$ cat src/rtl/acc_serial_tx.sv
// acc_serial_tx: unloads the accumulator onto an asynchronous serial line.
// Frame: start(0), DATA_WIDTH data bits LSB-first, optional even parity, stop(1).
// Define ACC_TX_PARITY_EN to insert the even-parity bit after the data bits.
module acc_serial_tx #(
  parameter int unsigned DATA_WIDTH = 8,
  parameter int unsigned BIT_CYCLES = 4
) (
  input  logic                  reg_clk,
  input  logic                  reg_rst_n,
  input  logic [DATA_WIDTH-1:0] acc_in,
  input  logic                  rd_req,
  output logic                  rd_busy,
  output logic                  rd_done,
  output logic                  ser_out
);

  localparam int unsigned CW = (BIT_CYCLES > 1) ? $clog2(BIT_CYCLES) : 1;
  localparam int unsigned BW = (DATA_WIDTH > 1) ? $clog2(DATA_WIDTH) : 1;

`ifdef ACC_TX_PARITY_EN
  typedef enum logic [2:0] {IDLE, START, DATA, PARITY, STOP} state_t;
`else
  typedef enum logic [2:0] {IDLE, START, DATA, STOP} state_t;
`endif

  state_t                state, state_nxt;
  logic [DATA_WIDTH-1:0] shreg;
  logic [CW-1:0]         cyc_cnt;
  logic [BW-1:0]         bit_cnt;
  logic                  bit_end;
  logic                  last_bit;
  logic                  accept;
`ifdef ACC_TX_PARITY_EN
  logic                  par;
`endif

  assign bit_end  = (cyc_cnt == CW'(BIT_CYCLES - 1));
  assign last_bit = (bit_cnt == BW'(DATA_WIDTH - 1));
  assign accept   = (state == IDLE) && rd_req;

  // State register, counters, shift register and done pulse
  always_ff @(posedge reg_clk or negedge reg_rst_n) begin
    if (!reg_rst_n) begin
      state   <= IDLE;
      shreg   <= '0;
      cyc_cnt <= '0;
      bit_cnt <= '0;
      rd_done <= 1'b0;
`ifdef ACC_TX_PARITY_EN
      par     <= 1'b0;
`endif
    end else begin
      state   <= state_nxt;
      rd_done <= (state == STOP) && bit_end;

      if (state == IDLE || bit_end)
        cyc_cnt <= '0;
      else
        cyc_cnt <= cyc_cnt + CW'(1);

      if (state != DATA)
        bit_cnt <= '0;
      else if (bit_end)
        bit_cnt <= last_bit ? '0 : bit_cnt + BW'(1);

      if (accept)
        shreg <= acc_in;
      else if (state == DATA && bit_end)
        shreg <= shreg >> 1;

`ifdef ACC_TX_PARITY_EN
      // Parity is taken at capture since the data is shifted out afterwards
      if (accept)
        par <= ^acc_in;
`endif
    end
  end

  // Next-state: each non-idle state is held for BIT_CYCLES clocks
  always_comb begin
    state_nxt = state;
    unique case (state)
      IDLE:   if (rd_req) state_nxt = START;
      START:  if (bit_end) state_nxt = DATA;
`ifdef ACC_TX_PARITY_EN
      DATA:   if (bit_end && last_bit) state_nxt = PARITY;
      PARITY: if (bit_end) state_nxt = STOP;
`else
      DATA:   if (bit_end && last_bit) state_nxt = STOP;
`endif
      STOP:   if (bit_end) state_nxt = IDLE;
      default: state_nxt = IDLE;
    endcase
  end

  // Outputs decoded from state so reset forces the idle line at once
  always_comb begin
    ser_out = 1'b1;
    rd_busy = (state != IDLE);
    unique case (state)
      IDLE:   ser_out = 1'b1;
      START:  ser_out = 1'b0;
      DATA:   ser_out = shreg[0];
`ifdef ACC_TX_PARITY_EN
      PARITY: ser_out = par;
`endif
      STOP:   ser_out = 1'b1;
      default: ser_out = 1'b1;
    endcase
  end

endmodule

$ cat config.mk
export PLATFORM = sky130hd
export DESIGN_NAME = acc_serial_tx
export DESIGN_NICKNAME = d
export VERILOG_FILES = /design/src/rtl/acc_serial_tx.sv
export SDC_FILE = /design/constraint.sdc
export NUM_CORES = 1
export LEC_CHECK = 0
export CELL_PAD_IN_SITES_DETAIL_PLACEMENT = 1
export CELL_PAD_IN_SITES_GLOBAL_PLACEMENT = 2
export CORE_UTILIZATION = 33
export CTS_CLUSTER_DIAMETER = 50
export DETAILED_ROUTE_END_ITERATION = 6
export GPL_TIMING_DRIVEN = 0
export PLACE_DENSITY_LB_ADDON = 0.08
export RECOVER_POWER = 100
export SLEW_MARGIN = 0
export SYNTH_ARGS = -nofsm -noshare
export SYNTH_HDL_FRONTEND = slang
export SYNTH_SLANG_ARGS = --single-unit
$ cat constraint.sdc
create_clock -name reg_clk -period 1.8 [get_ports reg_clk]
set_input_delay 0.36 -clock reg_clk [delete_from_list [all_inputs] [get_ports reg_clk]]
set_output_delay 0.36 -clock reg_clk [all_outputs]
set_load 0.005 [all_outputs]
# == After elaboration in Yosys (flattened, before gate mapping) ==
# Index checks and enable logic that the tools add are counted.
# totals
register_bits,17
inputBits,11
output_inout_bits,3
word_cells,39
# op_classes
addsub,2
eq_ne,10
n_mux,12
reduce_logical,10
# op_table
operator,n
$mux 3,7
$mux 8,2
$pmux 3 s4,1
$eq 3x2->1 const B,2
$ne 2x2->1 const B,3
$logic_and 1x1->1,4
$reduce_and 4->1,1
$reduce_bool 2->1,2
$add 3x1->3 const B,1
$eq 3x1->1 const B,1
$eq 3x3->1 const B,1
$logic_not 3->1,1
$ne 3x2->1 const B,1
$reduce_bool 3->1,1
$add 2x1->2 const B,1
$eq 2x2->1 const B,1
$mux 2,1
$ne 2x1->1 const B,1
$pmux 1 s2,1
$logic_or 1x1->1,1

# == Logic depth before layout (Yosys ltp) ==
# depth
depth_word,4
mapped_depth,7
ltp_nobuf,5

# == Worst setup path before layout ==
# OpenSTA, ideal clock, no wires.
# synth_timing
kind,flip-flop to flip-flop
startpoint,reg state[0]
endpoint,reg state[1]
setup_time_ns,0.125
t_arrival_ns,1.363
t_required_ns,1.675
path_slack_ns,0.312
path_stages_with_launch,7
path_buffers,1
synth_period_minus_slack_ns,1.488
cell_sequence,dfrtp_1 > inv_1 > ha_1 > buf_6 > nor3_4 > o221ai_2 > mux2_4
# synth_between
elab_chain_len,3
elab_cells_between_ends,10
cone_classes,7 x eq/ne; 1 x mux; 2 x reduce/logical
# synth_lines
item,line,rtl
from (decl),26,"state_t state, state_nxt;"
from (signal assigned),53,state <= state_nxt;
"$eq 3x2->1, or another cell as far along",82,unique case (state)
$ne 2x1->1 (no line) or $ne 2x2->1 (tied branches),n/a,
$reduce_and 4->1 (no line),n/a,
# Parallel ways exist; a longest one is shown, timed or not.
# A chain may end at the register's enable or synchronous reset.

# == Worst setup path after layout ==
# layout_timing
startpoint,reg state[1]
endpoint,reg state[1]
# The elaborated chain is that of the path after synthesis.

==> impl_metrics.env <==
export IMPL_vias_per_cell=4.89
export IMPL_placed_area_um2=998
export IMPL_grt_usage_pct=15.1
export IMPL_die_w_um=52.3
export IMPL_cts_buffer_depth=2
export IMPL_finalSetupViolCount=0
export IMPL_overflow=0
export IMPL_syn_avg_cell_area_um2=11.1
export IMPL_ant_nets=0
export IMPL_ys_ff_latch=16
export IMPL_dr_first_iter_drc_count=3
export IMPL_cts_hold_buf=0
export IMPL_clock_latency_ns=0.28
export IMPL_ir_drop_mv=0.624
export IMPL_antenna_found_initial=0
export IMPL_outcome="finished clean"
export IMPL_numPortBuffers=13
export IMPL_hold_violations=0
export IMPL_core_area_mm2=0.00230
export IMPL_root_buffer="clkbuf_4"
export IMPL_holdCritPathClass="register to register"
export IMPL_drt_pass1_iterations=2
export IMPL_place_hpwl_um=1190
export IMPL_synth_cells=75
export IMPL_final_common_cell="dfrtp_1"
export IMPL_dp_cells=116
export IMPL_fillCellCount=271
export IMPL_cp_max_fo=5
export IMPL_maxCapViolCount=0
export IMPL_final_cell_area_mm2=0.00105
export IMPL_yosysSeqAreaShare_pct=48.0
export IMPL_worstRegToRegCells=6
export IMPL_post_route_util_pct=45.7
export IMPL_grt_first_pass_wirelength_um=2870
export IMPL_cts_buffers=3
export IMPL_num_rows=17
export IMPL_setup_worst_path_end_class="register"
export IMPL_cp_required_ns=1.97
export IMPL_drv_slew=0
export IMPL_synth_nets=93
export IMPL_whs_path_depth=1
export IMPL_cts_num_sinks=16
export IMPL_grt_pass1_vias=615
export IMPL_fin_hold_ws_ns=0.441
export IMPL_drc_errors=0
export IMPL_htreeDepth=1
export IMPL_layout_cells_non_filler=123
export IMPL_wl_per_cell_um=13.8
export IMPL_die_y_um=52.3
export IMPL_globalplace_congestion=0.681
export IMPL_fp_dieArea_mm2=0.00273
export IMPL_diodes=0
export IMPL_finalNetCount=115
export IMPL_start_kind="register"
export IMPL_syn_area_um2=833
export IMPL_fmax_ghz=0.583
export IMPL_cts_tree="built"
export IMPL_final_cell_mix="dfrtp_1, nand2_1, mux2i_1, clkdlybuf4s50_1, o21ai_0"
export IMPL_vias=602
export IMPL_start_util_pct=36.3
export IMPL_period_share_pct=95.3
export IMPL_yosys_warnings=0
export IMPL_crit_type="register to register"
export IMPL_p_leak_nw=0.522
export IMPL_drive_above_1_share_pct=17.9
export IMPL_ys_types=22
export IMPL_synthToLayoutAreaGrowth_pct=26.0
export IMPL_arrival_ns=1.89
export IMPL_cellPowerDensity_mw_per_mm2=1460
export IMPL_rsz0062_at_grt="false"
export IMPL_grt_max_degree=17
export IMPL_wirelength_um=1700
export IMPL_slew_headroom_pct=49.1
export IMPL_min_period_ns=1.72
export IMPL_fin_worst_skew_ns=0.00106
export IMPL_path_clk_slew_ns=0.09
export IMPL_io_pins=14
export IMPL_tightestPinTransition_ns=0.761
==> area by class of cell <==
| cell class | instances | area, µm² | share of cell area, % |
|---|---|---|---|
| timing repair buffer | 17 | 158 | 15.0 |
| clock buffer | 3 | 22.5 | 2.15 |
| sequential | 16 | 400 | 38.1 |
| multi-input combinational | 52 | 398 | 37.9 |
| tap | 28 | 35.0 | 3.34 |
| buffer | 4 | 25.0 | 2.38 |
| inverter | 3 | 11.3 | 1.07 |
==> cell usage after synthesis, drive strengths merged <==
library cell / count / area, µm²
nor3: 2 / 21.3
o21ai: 9 / 45.0
nor3b: 2 / 15.0
dfrtp: 16 / 400
nand2b: 1 / 6.26
inv: 3 / 11.3
o221ai: 1 / 15.0
mux2: 1 / 15.0
nand2: 11 / 43.8
nor2b: 3 / 18.8
mux2i: 9 / 90.1
buf: 3 / 23.8
a21oi: 1 / 5.00
nor2: 1 / 3.75
clkbuf: 1 / 3.75
o21a: 2 / 15.0
ha: 7 / 87.6
and2: 2 / 12.5
==> where the power goes <==
part | switching (mW) | total, mW | leakage [nW] | internal [mW]
logic | 0.367 | 0.776 | 0.304 | 0.409
clock network | 0.107 | 0.185 | 0.0138 | 0.0776
registers | 0.0711 | 0.571 | 0.204 | 0.500
total | 0.545 | 1.53 | 0.522 | 0.986
==> registers in the layout, indices dropped and copies added, names as in the netlist <==
signal   count
cyc_cnt      2
shreg        8
rd_done      1
bit_cnt      3
state        2
==> per-stage QoR <==
step                TNS [ns]  total power [mW]  worst slack [ns]
global route               0              1.69           0.00730
CTS                        0              1.58            0.0224
global placement     -0.0197              1.28           -0.0197
floorplan                  0              1.09             0.312
detailed placement   -0.0691              1.32           -0.0691
finish                     0              1.53            0.0837
==> critical path: stages (launching register included) <==
cell	delay [ns]
dfrtp_1	0.40
buf_6	0.13
ha_1	0.18
buf_6	0.13
nor3_2	0.22
o221ai_1	0.22
mux2_4	0.33
==> path summary, 6_finish.rpt <==
check | endpoint | slack (ns) | from
worst max-delay path | state[1]$_DFFE_PN0P_ | 0.08 | state[1]$_DFFE_PN0P_
worst min-delay path | cyc_cnt[0]$_DFF_PN0_ | 0.44 | cyc_cnt[0]$_DFF_PN0_
worst max register to register | state[1]$_DFFE_PN0P_ | 0.08 | state[1]$_DFFE_PN0P_
worst min register to register | cyc_cnt[0]$_DFF_PN0_ | 0.44 | cyc_cnt[0]$_DFF_PN0_
max in group asynchronous | bit_cnt[1]$_DFFE_PN0P_ | 0.74 | reg_rst_n
min in group asynchronous | state[1]$_DFFE_PN0P_ | 0.59 | reg_rst_n
==> cell families (layout without fill, tap and decap cells) <==
kind of cell	after synthesis	after routing	synth area share [%]
AND/OR/NAND/NOR	22	22	14.6
AO/OA/AOI/OAI	13	13	9.61
buffers and inverters	7	27	4.65
multiplexers	10	10	12.6
adder cells (fa/ha/maj)	7	7	10.5
flip-flops	16	16	48.0
==> repair_timing <==
item,in CTS,in global routing
resized for setup,10,1
buffers inserted,2,2
endpoints found under the setup margin,2,1
==> per-layer routing <==
layer / up-vias / wire length (µm) / track usage (%)
li1: 294 / - / -
met1: 297 / 814 / 20.3
met2: 9 / 806 / 22.2
met3: 2 / 61 / 3.48
met4: 0 / 13 / 7.89
met5: - / 0 / 0
No activity file was read; power rests on OpenSTA's default activity.
